==> config.mk <==
export PLATFORM = sky130hd
export DESIGN_NAME = window_addr_sequencer
export DESIGN_NICKNAME = d
export VERILOG_FILES = /design/src/rtl/window_pkg.sv /design/src/rtl/lane_decoder.sv /design/src/rtl/window_addr_sequencer.sv
export SDC_FILE = /design/constraint.sdc
export NUM_CORES = 1
export LEC_CHECK = 0
export ABC_CLOCK_PERIOD_IN_PS = 4100
export CAP_MARGIN = 25
export CORE_MARGIN = 10
export CORE_UTILIZATION = 35
export CTS_BUF_LIST = sky130_fd_sc_hd__clkbuf_16
export DETAILED_ROUTE_END_ITERATION = 10
export PLACE_DENSITY = 0.87
export SYNTH_ARGS = -nofsm -noshare
export SYNTH_HDL_FRONTEND = slang
export SYNTH_SLANG_ARGS = --single-unit
==> constraint.sdc <==
create_clock -name clk -period 4.1 [get_ports clk]
set_input_delay 0.41 -clock clk [delete_from_list [all_inputs] [get_ports clk]]
set_output_delay 0.41 -clock clk [all_outputs]
set_load 0.01 [all_outputs]
==> src/rtl/window_pkg.sv <==
// Shared state encoding and width helpers for the window address sequencer.
package window_pkg;

    typedef enum logic [1:0] {
        IDLE = 2'd0,
        RUN  = 2'd1,
        DONE = 2'd2
    } state_t;

    function automatic int aw_of(input int size);
        return $clog2(size);
    endfunction

    function automatic int lw_of(input int k);
        return $clog2(k);
    endfunction

    function automatic int cw_of(input int size);
        return $clog2(size) + 1;
    endfunction

endpackage

==> src/rtl/lane_decoder.sv <==
// One-hot row decoder for a single lane address; all-zero when disabled.
module lane_decoder
    import window_pkg::*;
#(
    parameter int SIZE = 16,
    parameter int AW   = aw_of(SIZE)
) (
    input  logic [AW-1:0]   addr,
    input  logic            en,
    output logic [SIZE-1:0] onehot
);

    always_comb begin
        onehot = '0;
        if (en) begin
            onehot[addr] = 1'b1;
        end
    end

endmodule

==> src/rtl/window_addr_sequencer.sv <==
// Streams K-wide circular address windows with valid/ready handshake.
// Optional feature: define STALL_CNT_EN to add the 16-bit stall_cnt output.
module window_addr_sequencer
    import window_pkg::*;
#(
    parameter int K    = 4,
    parameter int SIZE = 16,
    parameter int AW   = aw_of(SIZE),
    parameter int LW   = lw_of(K),
    parameter int CW   = cw_of(SIZE)
) (
    input  logic                 clk,
    input  logic                 rst_n,
    input  logic                 start,
    input  logic [AW-1:0]        base_addr,
    input  logic [AW-1:0]        step,
    input  logic [CW-1:0]        num_windows,
    output logic                 out_valid,
    input  logic                 out_ready,
    output logic [K*AW-1:0]      addr_out,
    output logic [K*SIZE-1:0]    row_sel,
    output logic [SIZE-1:0]      row_hit,
    output logic [SIZE*LW-1:0]   lane_of_row,
    output logic                 busy,
    output logic                 done
`ifdef STALL_CNT_EN
    ,
    output logic [15:0]          stall_cnt
`endif
);

    state_t           state_p0;
    state_t           state_nxt;
    logic             load;
    logic             xfer;
    logic             last;
    logic [AW-1:0]    base_p0;
    logic [AW-1:0]    step_p0;
    logic [AW-1:0]    base_nxt;
    logic [CW-1:0]    rem_p0;
    logic             vld_p0;
    logic [K*AW-1:0]  addr_p0;
    logic [K*AW-1:0]  addr_nxt;

    always_ff @(posedge clk or negedge rst_n) begin
        if (!rst_n) begin
            state_p0 <= IDLE;
        end else begin
            state_p0 <= state_nxt;
        end
    end

    always_comb begin
        state_nxt = state_p0;
        load      = 1'b0;
        xfer      = vld_p0 && out_ready;
        last      = (rem_p0 == CW'(1));
        case (state_p0)
            IDLE: begin
                if (start) begin
                    if (num_windows != '0) begin
                        load      = 1'b1;
                        state_nxt = RUN;
                    end else begin
                        state_nxt = DONE;
                    end
                end
            end
            RUN: begin
                if (xfer && last) begin
                    state_nxt = DONE;
                end
            end
            DONE:    state_nxt = IDLE;
            default: state_nxt = IDLE;
        endcase
    end

    // Next window base; AW-bit truncation provides the circular wrap.
    always_comb begin
        base_nxt = load ? base_addr : (base_p0 + step_p0);
        addr_nxt = '0;
        for (int i = 0; i < K; i++) begin
            addr_nxt[i*AW +: AW] = base_nxt + AW'(i);
        end
    end

    always_ff @(posedge clk or negedge rst_n) begin
        if (!rst_n) begin
            base_p0 <= '0;
            step_p0 <= '0;
            rem_p0  <= '0;
            vld_p0  <= 1'b0;
            addr_p0 <= '0;
        end else if (load) begin
            base_p0 <= base_nxt;
            step_p0 <= step;
            rem_p0  <= num_windows;
            vld_p0  <= 1'b1;
            addr_p0 <= addr_nxt;
        end else if (xfer) begin
            if (!last) begin
                base_p0 <= base_nxt;
                rem_p0  <= rem_p0 - CW'(1);
                addr_p0 <= addr_nxt;
            end else begin
                rem_p0  <= '0;
                vld_p0  <= 1'b0;
            end
        end
    end

    assign out_valid = vld_p0;
    assign addr_out  = addr_p0;
    assign busy      = (state_p0 == RUN);
    assign done      = (state_p0 == DONE);

    // Decoders are gated by the valid flag so idle outputs read as zero.
    for (genvar g = 0; g < K; g++) begin : g_lane
        lane_decoder #(
            .SIZE (SIZE),
            .AW   (AW)
        ) u_dec (
            .addr   (addr_p0[g*AW +: AW]),
            .en     (vld_p0),
            .onehot (row_sel[g*SIZE +: SIZE])
        );
    end

    always_comb begin
        row_hit     = '0;
        lane_of_row = '0;
        for (int r = 0; r < SIZE; r++) begin
            for (int i = 0; i < K; i++) begin
                if (row_sel[i*SIZE + r]) begin
                    row_hit[r]              = 1'b1;
                    lane_of_row[r*LW +: LW] = LW'(i);
                end
            end
        end
    end

`ifdef STALL_CNT_EN
    always_ff @(posedge clk or negedge rst_n) begin
        if (!rst_n) begin
            stall_cnt <= '0;
        end else if (start && (state_p0 == IDLE)) begin
            stall_cnt <= '0;
        end else if (vld_p0 && !out_ready && (stall_cnt != 16'hFFFF)) begin
            stall_cnt <= stall_cnt + 16'd1;
        end
    end
`endif

endmodule

==> metrics.yaml, run 1 <==
power_and_ir_drop:
  cellLeakagePower_nw: 1.79
  vdd.ir_drop.worst_mv: 0.381
  power_density_of_the_placed_cells_nw_per_um2: 956
clock_network:
  clk_path_buf_depth: 2
  cts_max_level: 1
  number_of_buffers_created_by_cts: 3
  ctsResizeCount: 0
  post_cts_hold_buffer_count: 0
  clkLatencyLatePin_ps: 260
  cts_num_sinks: 26
  cts_setup_buffers: 0
  clock_tree_from_tritoncts: "done"
  clockRootBuffer: "clkbuf_16"
  clk_pin_slew_ps: 60
worst_setup_path:
  worst-endpoint-arrival_ps: 2700
  critical_path_class: "flip-flop to output pin"
  regToRegStartpoint: "base_p0[0]$_DFFE_PN0P_"
  cp_max_fo: 21
  worst_setup_start_kind: "flip-flop"
  crit_path_start: "out_valid$_DFFE_PN0P_"
  slowest_delay_ps: 750
  critical-path-slowest-cell: "dfrtp_1"
  series_of_cell_instances_along_the_critical_path: "nand2_1, nor4_1, nand2b_1, nand2_1, clkdlybuf4s50_1"
  crit_top_cell: "nand2_1"
  worst_ep_required_time_ps: 3690
  cp-end-kind: "output pin"
synthesis:
  mappedNetlistArea_sq_um: 2450
  syn-mean-instance-area_sq_um: 7.30
  yosys_warning_total: 0
  synth-main-ff-cell: "dfrtp_1"
  post_synth_num_cell_types: 56
  async_s_r_ff_share_synth: 1.00
  postSynthRegisterBits: 26
  synth.yosys.seq_area_share: 0.265
  synth_nets: 362
  synthCells: 336
  synth-edff-count: 0
finish:
  drive_above_1_share: 0.0634
  final_common_cell: "clkdlybuf4s50_1"
  finish.instance_area_sq_um: 4060
  antenna-diode-count: 0
  fillerInstances: 614
  final_core_utilization: 0.597
  final_nets: 500
  final_cell_mix: "clkdlybuf4s50_1, nor2_1, nand2_1"
  syn2layout_area_growth_pct: 65.4
drt:
  dr_total_vias: 3096
  routed_wire_length_per_instance_um: 19.9
  firstDrtPassIters: 5
  antenna_violating_nets_left: 0
  route.detailed.drc: 0
  detail_route.iter0.violations: 241
  totalWireLength_mm: 11.4
  vias_per_cell: 5.44
floorplanning:
  design.core.area_sq_um: 6790
  initial_standard_cell_utilization_of_the_core: 0.361
  floorplan.io_pins: 148
  die_width_um: 104
  fp-row-count: 30
  floorplan.die_area_sq_um: 10800
  die_y_um: 104
sta:
  timing.final.crit_share: 0.759
  final_period_minus_worst_setup_slack_ps: 3110
  grt_setup_unrepaired: "false"
  setup_violations: 0
  final.hold.worst_slack_ps: 496
  fin_ws_ps: 990
  maxSlewViolCount: 0
  pin_slew_with_the_least_headroom_to_its_limit_ps: 754
  timing.final.hold_violations: 0
  final.setup.tns_ps: 0
  fmax_mhz: 321
  finalClockSkew_ps: 1.97
  slew_headroom: 0.493
place:
  pre_cts_slack_ps: 754
  detailedPlacementHpwl_mm: 9.66
  routabilityCongestion: 0.913
  total_placed_instance_area_sq_um: 3980
  io_buffers: 147
worst_hold_path:
  holdCritPathClass: "flip-flop to flip-flop"
  timing.hold.worst.start: "step_p0[2]$_DFFE_PN0P_"
global_routing:
  global_route.overflow_total: 0
  grt_max_degree: 27
  grt_first_pass_wirelength_mm: 18.1
  grt_antenna_before_repair: 0
  grt_util_all_layers: 0.200
  via_count_of_the_first_global_routing_pass: 3068
status:
  status: "finished, final reports clean"
job:
  cap_viol_max_count: 0
[Yosys cell counts, types with 2 or more instances]
cell | count | area share
clkbuf_1 | 9 | 0.014
o31ai_1 | 6 | 0.018
o31ai_2 | 2 | 0.010
dfrtp_1 | 26 | 0.27
inv_1 | 27 | 0.041
ha_1 | 8 | 0.041
o41ai_1 | 4 | 0.014
nor3_1 | 15 | 0.031
or2_2 | 3 | 0.0076
o32ai_1 | 2 | 0.0071
buf_4 | 2 | 0.0061
nand2b_1 | 9 | 0.023
nand3b_1 | 5 | 0.015
nor2b_1 | 4 | 0.010
nor4_1 | 2 | 0.0051
a21o_1 | 3 | 0.0092
buf_2 | 4 | 0.0082
nand3_1 | 12 | 0.024
mux2i_1 | 3 | 0.012
a21oi_1 | 13 | 0.027
o21ai_0 | 22 | 0.045
o211a_1 | 2 | 0.0082
mux2_2 | 5 | 0.023
nor3b_1 | 2 | 0.0061
xnor2_1 | 3 | 0.011
or3_1 | 16 | 0.041
nor2_1 | 47 | 0.072
xor2_1 | 5 | 0.018
nand2_1 | 45 | 0.069
or3b_2 | 3 | 0.011
and3_1 | 2 | 0.0051
[state kept, by name (all words and copies together), names as in the netlist]
| name | cells |
|---|---|
| addr_out | 11 |
| step_p0 | 4 |
| rem_p0 | 5 |
| state_p0 | 2 |
| base_p0 | 3 |
| out_valid | 1 |
[power breakdown]
| part | switching, mW | total, mW | internal [mW] |
|---|---|---|---|
| clock network | 0.0858 | 0.216 | 0.131 |
| logic | 1.51 | 2.99 | 1.48 |
| registers | 0.285 | 0.672 | 0.387 |
[worst max-delay path, delay by kind of cell (launching register included)]
family,cells,cell delay [ps]
and+or+nand+nor,4,1120
DFF,1,750
buffers and inverters,1,560
[cell type report]
cell class / count / area, sq um / share of cell area
Inverter: 27 / 101 / 0.0250
Tap cell: 96 / 120 / 0.0296
Clock buffer: 3 / 75.1 / 0.0185
Multi-Input combinational cell: 267 / 1620 / 0.400
Sequential cell: 26 / 651 / 0.160
Clock inverter: 1 / 3.75 / 0.000925
Timing Repair Buffer: 149 / 1490 / 0.366
[cells by family after synthesis]
| kind of cell | count (synthesis) | synth area share |
|---|---|---|
| simple gates | 178 | 0.371 |
| compound gates | 63 | 0.171 |
| buf+inv | 43 | 0.0739 |
| flops | 26 | 0.265 |
| mux | 9 | 0.0408 |
| fa+ha+maj | 9 | 0.0490 |
| xor+xnor | 8 | 0.0286 |
[layer usage]
layer	part of all wire	global-route usage	up-vias
li1	-	-	1430
met1	0.40	0.239	1469
met2	0.52	0.367	181
met3	0.071	0.0341	16
met4	0.012	0.0308	0
met5	0	0	-
[per-stage QoR]
stage	instances	power, mW
final	569	3.88
after global routing	569	4.17
after CTS	569	3.89
after detailed placement	565	3.66
after global placement	565	3.60
after floorplan	336	2.18
[worst paths after layout]
kind / to / slack [ps] / depth (start not counted)
min in group asynchronous: state_p0[1]$_DFFE_PN0P_ / 510 / 2
setup reg to reg: addr_out[15]$_DFFE_PN0P_ / 1170 / 8
hold / removal: step_p0[2]$_DFFE_PN0P_ / 500 / 2
setup / recovery: lane_of_row[2] / 990 / 5
hold reg to reg: step_p0[2]$_DFFE_PN0P_ / 500 / 2
max in group asynchronous: addr_out[15]$_DFFE_PN0P_ / 3340 / 2
Power figures use the tool's default switching activity.
==> run 2, diff against run 1 <==
--- a/config.mk
+++ b/config.mk
@@ -5,7 +5,7 @@
 export SDC_FILE = /design/constraint.sdc
 export NUM_CORES = 1
 export LEC_CHECK = 0
-export ABC_CLOCK_PERIOD_IN_PS = 4100
+export ABC_CLOCK_PERIOD_IN_PS = 2900
 export CAP_MARGIN = 25
 export CORE_MARGIN = 10
 export CORE_UTILIZATION = 35
==> constraint.sdc (replaced) <==
create_clock -name clk -period 2.9 [get_ports clk]
set_input_delay 0.29 -clock clk [delete_from_list [all_inputs] [get_ports clk]]
set_output_delay 0.29 -clock clk [all_outputs]
set_load 0.01 [all_outputs]
==> run 2 against run 1 <==
  * Wire length up 0.57%
  * Via count decreased by 1.0%
  * Sequential cell count is the same
  * Count of clock-buffer cells in the layout stayed put
  * Register-to-register slack got worse by 800 ps
  * Largest power group unchanged
==> metrics.yaml, run 2 (same netlist as run 1, synthesis figures left out) <==
sta:
  timing.final.crit_share: 0.962
  pin_slew_with_the_least_headroom_to_its_limit_ps: 496
  finalClockSkew_ps: 5.03
  timing.final.hold_violations: 0
  final.setup.tns_ps: 0
  slew_headroom: 0.669
  setup_violations: 0
  grt_setup_unrepaired: "false"
  fmax_mhz: 359
  final_period_minus_worst_setup_slack_ps: 2790
  maxSlewViolCount: 0
drt:
  route.detailed.drc: 0
  dr_total_vias: 3065
  totalWireLength_mm: 11.4
  vias_per_cell: 5.29
  routed_wire_length_per_instance_um: 19.7
  antenna_violating_nets_left: 0
  detail_route.iter0.violations: 154
  firstDrtPassIters: 4
finish:
  fillerInstances: 619
  largest_reg_flops: 11
  ff_latch_area_sq_um: 651
  final_cell_mix: "clkdlybuf4s50_1, nor2_1, nand2_1"
  multi_input_gate_area_in_the_final_layout_sq_um: 1620
  drive_above_1_share: 0.0849
  final_common_cell: "clkdlybuf4s50_1"
  antenna-diode-count: 0
  syn2layout_area_growth_pct: 69.6
  final_nets: 510
worst_setup_path:
  regToRegStartpoint: "base_p0[0]$_DFFE_PN0P_"
  worst-endpoint-arrival_ps: 2500
  worst_ep_required_time_ps: 2610
  reg2regPathDepth: 9
  regToRegEndpoint: "addr_out[15]$_DFFE_PN0P_"
  slowest_delay_ps: 560
  cp-end-kind: "output pin"
  critical-path-slowest-cell: "or3b_2"
  path_buf_inv: 2
  worst-r2r-setup-slack_ps: 370
  series_of_cell_instances_along_the_critical_path: "buf_4, or3b_2, nor3_1, or2_2, or3_1, clkdlybuf4s50_1"
  cp_max_fo: 14
  critical_path_class: "flip-flop to output pin"
  path_delay_family: "simple AND/OR/NAND/NOR gates"
  worst_setup_start_kind: "flip-flop"
clock_network:
  clockRootBuffer: "clkbuf_16"
  cts_num_sinks: 26
  post_cts_hold_buffer_count: 0
  clk_path_buf_depth: 2
  clock_tree_from_tritoncts: "done"
  clkLatencyLatePin_ps: 270
  ctsResizeCount: 0
  cts_setup_buffers: 0
  clk_pin_slew_ps: 70
  number_of_buffers_created_by_cts: 3
  cts_max_level: 1
floorplanning:
  floorplan.die_area_sq_um: 10800
  die_width_um: 104
  design.core.area_sq_um: 6790
  fp-row-count: 30
  floorplan.io_pins: 148
  die_y_um: 104
  initial_standard_cell_utilization_of_the_core: 0.361
global_routing:
  global_route.overflow_total: 0
  grt_max_degree: 27
  grt_util_all_layers: 0.196
  grt_first_pass_wirelength_mm: 17.7
  via_count_of_the_first_global_routing_pass: 3047
  grt_antenna_before_repair: 0
power_and_ir_drop:
  design_power_total_mw: 5.74
  cellLeakagePower_nw: 1.85
  power_density_of_the_placed_cells_nw_per_um2: 1380
  vdd.ir_drop.worst_mv: 0.512
place:
  detailedPlacementHpwl_mm: 9.67
  routabilityCongestion: 0.936
  io_buffers: 147
job:
  cap_viol_max_count: 0
worst_hold_path:
  holdCritPathClass: "input pin to asynchronous set/reset pin"
status:
  status: "finished, final reports clean"
run 2: cell count changes in the layout (fill, tap and decap cells not counted):
cell,delta
clkinv_1,-1
bufinv_16,+1
buf_4,+10
run 2: worst max path at each step:
| stage | from | end | slack, ps | cells after the start |
|---|---|---|---|---|
| floorplan | state_p0[0]$_DFFE_PN0P_ | addr_out[15]$_DFFE_PN0P_ | 340 | 8 |
| finish | base_p0[0]$_DFFE_PN0P_ | row_hit[0] | 110 | 6 |
| detailed placement | num_windows[3] | addr_out[15]$_DFFE_PN0P_ | 140 | 9 |
| global placement | num_windows[3] | addr_out[15]$_DFFE_PN0P_ | 220 | 9 |
| global route | base_p0[0]$_DFFE_PN0P_ | row_hit[0] | 20 | 6 |
| CTS | base_p0[0]$_DFFE_PN0P_ | row_hit[0] | 110 | 6 |
run 2: area by class of cell:
type,count,share of cell area
inverters,27,0.0244
clock buffers,3,0.0180
multi-input cells,267,0.390
repair buffers,159,0.375
well taps,96,0.0289
clock inverters,1,0.00722
flip-flops and latches,26,0.156
run 2: routing by layer:
layer,track usage,up-vias,part of all wire
li1,-,1443,-
met1,0.228,1443,0.41
met2,0.364,170,0.51
met3,0.0409,9,0.074
met4,0.0278,0,0.0078
met5,0,-,0
run 2: worst reg2reg max path: cells and delay by family, from the launching register on:
kind                     cells  cell delay (ps)
AO/OA/AOI/OAI                2              200
multiplexers                 1              180
XOR/XNOR                     1              190
buffers and inverters        1               90
AND/OR/NAND/NOR              1              530
adder cells (fa/ha/maj)      3              870
flip-flops                   1              390
run 2: per-stage QoR:
step           utilization  cells  worst slack, ps  instance area (sq um)  hold WS [ps]
3_3_place_gp         0.597    575              223                   4060           466
4_1_cts              0.612    579              114                   4160           403
5_1_grt              0.612    579             15.4                   4160           441
3_5_place_dp         0.597    575              141                   4060           478
2_1_floorplan            -    336              337                   2450         -5.59
6_report             0.612    579              111                   4160           387
run 2: report_power, final:
part | switching (mW) | internal (mW)
clock network | 0.132 | 0.275
registers | 0.307 | 0.549
logic | 2.27 | 2.20
==> run 3, diff against run 2 <==
--- a/config.mk
+++ b/config.mk
@@ -7,11 +7,12 @@
 export LEC_CHECK = 0
 export ABC_CLOCK_PERIOD_IN_PS = 2900
 export CAP_MARGIN = 25
-export CORE_MARGIN = 10
-export CORE_UTILIZATION = 35
+export CELL_PAD_IN_SITES_DETAIL_PLACEMENT = 1
+export CELL_PAD_IN_SITES_GLOBAL_PLACEMENT = 1
+export CORE_UTILIZATION = 25
 export CTS_BUF_LIST = sky130_fd_sc_hd__clkbuf_16
 export DETAILED_ROUTE_END_ITERATION = 10
-export PLACE_DENSITY = 0.87
+export PLACE_DENSITY = 0.91
 export SYNTH_ARGS = -nofsm -noshare
 export SYNTH_HDL_FRONTEND = slang
 export SYNTH_SLANG_ARGS = --single-unit
==> constraint.sdc (replaced) <==
create_clock -name clk -period 2.9 [get_ports clk]
set_input_delay 0.58 -clock clk [delete_from_list [all_inputs] [get_ports clk]]
set_output_delay 0.58 -clock clk [all_outputs]
set_load 0.01 [all_outputs]
==> run 3 against run 2 <==
  * Clock skew down 3.0 ps
  * Clock power down 23%
  * Combinational power up 4.9%
  * Hold slack better by 110 ps
  * Worst setup slack worse by 37 ps
  * Total power up 2.6%
  * Highest routed layer unchanged
  * Critical endpoint unchanged
  * Fmax down 1.3%
  * Non-clock buffer count up 22
  * Count of clock-buffer cells in the layout unchanged
  * First-iteration DRC count down 31%
  * Sequential cell count unchanged
  * Critical path type unchanged
==> metrics.yaml, run 3 (same netlist as run 1, synthesis figures left out) <==
sta:
  final_period_minus_worst_setup_slack_ps: 2830
  finalClockSkew_ps: 2.04
  maxSlewViolCount: 0
  timing.final.hold_violations: 0
  fin_ws_ps: 74.6
  setup_violations: 0
  final.setup.tns_ps: 0
  pin_slew_with_the_least_headroom_to_its_limit_ps: 522
  fmax_mhz: 354
  timing.final.crit_share: 0.974
  slew_headroom: 0.651
clock_network:
  clockRootBuffer: "clkbuf_16"
  clkLatencyLatePin_ps: 260
  cts_max_level: 1
  cts_setup_buffers: 0
  number_of_buffers_created_by_cts: 3
  clk_pin_slew_ps: 60
  post_cts_hold_buffer_count: 0
  clk_path_buf_depth: 2
  cts_num_sinks: 26
  clock_tree_from_tritoncts: "done"
global_routing:
  grt_first_pass_wirelength_mm: 17.5
  gr-usage-met1: 0.243
  grt_max_degree: 27
  global_route.peak_usage_layer: "met2"
  use_met3: 0.0270
  global_route.overflow_total: 0
  grt_antenna_before_repair: 0
  via_count_of_the_first_global_routing_pass: 3280
  grtUsageMet2: 0.430
  grt_util_all_layers: 0.220
place:
  detailedPlacementHpwl_mm: 9.56
  io_buffers: 147
  pre_cts_slack_ps: -91.2
  routabilityCongestion: 0.888
finish:
  antenna-diode-count: 0
  syn2layout_area_growth_pct: 79.6
  fillerInstances: 1183
  multi_input_gate_area_in_the_final_layout_sq_um: 1680
  final_nets: 532
  largest_reg_flops: 11
  final_cell_mix: "clkdlybuf4s50_1, nor2_1, nand2_1"
  final_common_cell: "clkdlybuf4s50_1"
  ff_latch_area_sq_um: 658
  drive_above_1_share: 0.162
floorplanning:
  fp-row-count: 35
  initial_standard_cell_utilization_of_the_core: 0.262
  floorplan.die_area_sq_um: 10200
  design.core.area_sq_um: 9370
  die_width_um: 101
  floorplan.io_pins: 148
  die_y_um: 101
worst_hold_path:
  holdCritPathClass: "flip-flop to flip-flop"
  worstHoldEndpoint: "step_p0[0]$_DFFE_PN0P_"
  timing.hold.worst.start: "step_p0[0]$_DFFE_PN0P_"
  min_path_cells: 2
drt:
  totalWireLength_mm: 11.5
  routed_wire_length_per_instance_um: 18.1
  route.detailed.drc: 0
  vias_per_cell: 5.02
  antenna_violating_nets_left: 0
  dr_total_vias: 3185
  firstDrtPassIters: 4
  detail_route.iter0.violations: 107
worst_setup_path:
  worst-endpoint-arrival_ps: 2250
  crit_path_start: "out_valid$_DFFE_PN0P_"
  critical_path_class: "flip-flop to output pin"
  worst-r2r-setup-slack_ps: 330
  regToRegStartpoint: "base_p0[0]$_DFFE_PN0P_"
  regToRegEndpoint: "addr_out[15]$_DFFE_PN0P_"
  worst_ep_required_time_ps: 2320
  cp-end-kind: "output pin"
  cp_max_fo: 6
  reg2regPathDepth: 9
  worst_setup_start_kind: "flip-flop"
power_and_ir_drop:
  cellLeakagePower_nw: 1.98
  switching_power_mw: 2.78
  power.internal_mw: 3.12
  vdd.ir_drop.worst_mv: 0.434
  power.share.combinational: 0.799
  switching_share: 0.471
  clkPwrFrac: 0.053
  power_density_of_the_placed_cells_nw_per_um2: 1340
  share_seq_of_total_power: 0.149
job:
  cap_viol_max_count: 0
status:
  status: "finished, final reports clean"
==> run 3: cell type report <==
class	instances	share of cell area
Tap cell	129	0.0366
Inverter	27	0.0230
Sequential cell	26	0.149
Clock inverter	1	0.000852
Timing Repair Buffer	181	0.393
Multi-Input combinational cell	267	0.380
Clock buffer	3	0.0170
==> run 3: layer usage <==
| layer | up-vias | wire length, um |
|---|---|---|
| met5 | - | 0 |
| met4 | 0 | 252 |
| met3 | 21 | 634 |
| met2 | 128 | 6010 |
| met1 | 1538 | 4570 |
| li1 | 1498 | - |
==> run 3: worst max path at each step <==
stage	slack (ps)	cells after the start	end
after floorplan	200	8	addr_out[15]$_DFFE_PN0P_
after global placement	-8	9	addr_out[15]$_DFFE_PN0P_
after detailed placement	-90	9	addr_out[15]$_DFFE_PN0P_
after CTS	-40	5	row_hit[0]
after global routing	-7	5	row_hit[0]
final	70	5	row_hit[0]
==> run 3: critical path, stage by stage (launching register included) <==
cell and delay, ps:
dfrtp_2 420, buf_4 160, or3b_2 520, nor3_2 210, or3_1 140, clkdlybuf4s50_1 530
==> run 3: through the flow <==
stage | power [mW] | instance area, sq um | cells | hold slack [ps] | util
4_1_cts | 5.87 | 4360 | 634 | 495 | 0.465
3_3_place_gp | 5.38 | 4260 | 630 | 467 | 0.455
2_1_floorplan | 3.08 | 2450 | 336 | 284 | -
5_1_grt | 6.33 | 4410 | 634 | 534 | 0.470
3_5_place_dp | 5.51 | 4260 | 630 | 478 | 0.455
6_report | 5.89 | 4410 | 634 | 494 | 0.470
==> run 3: timing repair <==
item / in CTS / in global routing
cloned: 0 / 0
setup endpoints to repair: 7 / 22
resized for setup: 5 / 19
==> run 3: power groups by stage <==
| stage | clock [mW] | sequential (mW) | combinational, mW |
|---|---|---|---|
| 2_1_floorplan | 0 | 0.798 | 2.28 |
| 3_3_place_gp | 0 | 0.833 | 4.55 |
| 3_5_place_dp | 0 | 0.847 | 4.66 |
| 4_1_cts | 0.323 | 0.849 | 4.70 |
| 5_1_grt | 0.334 | 0.903 | 5.10 |
| 6_report | 0.311 | 0.876 | 4.70 |
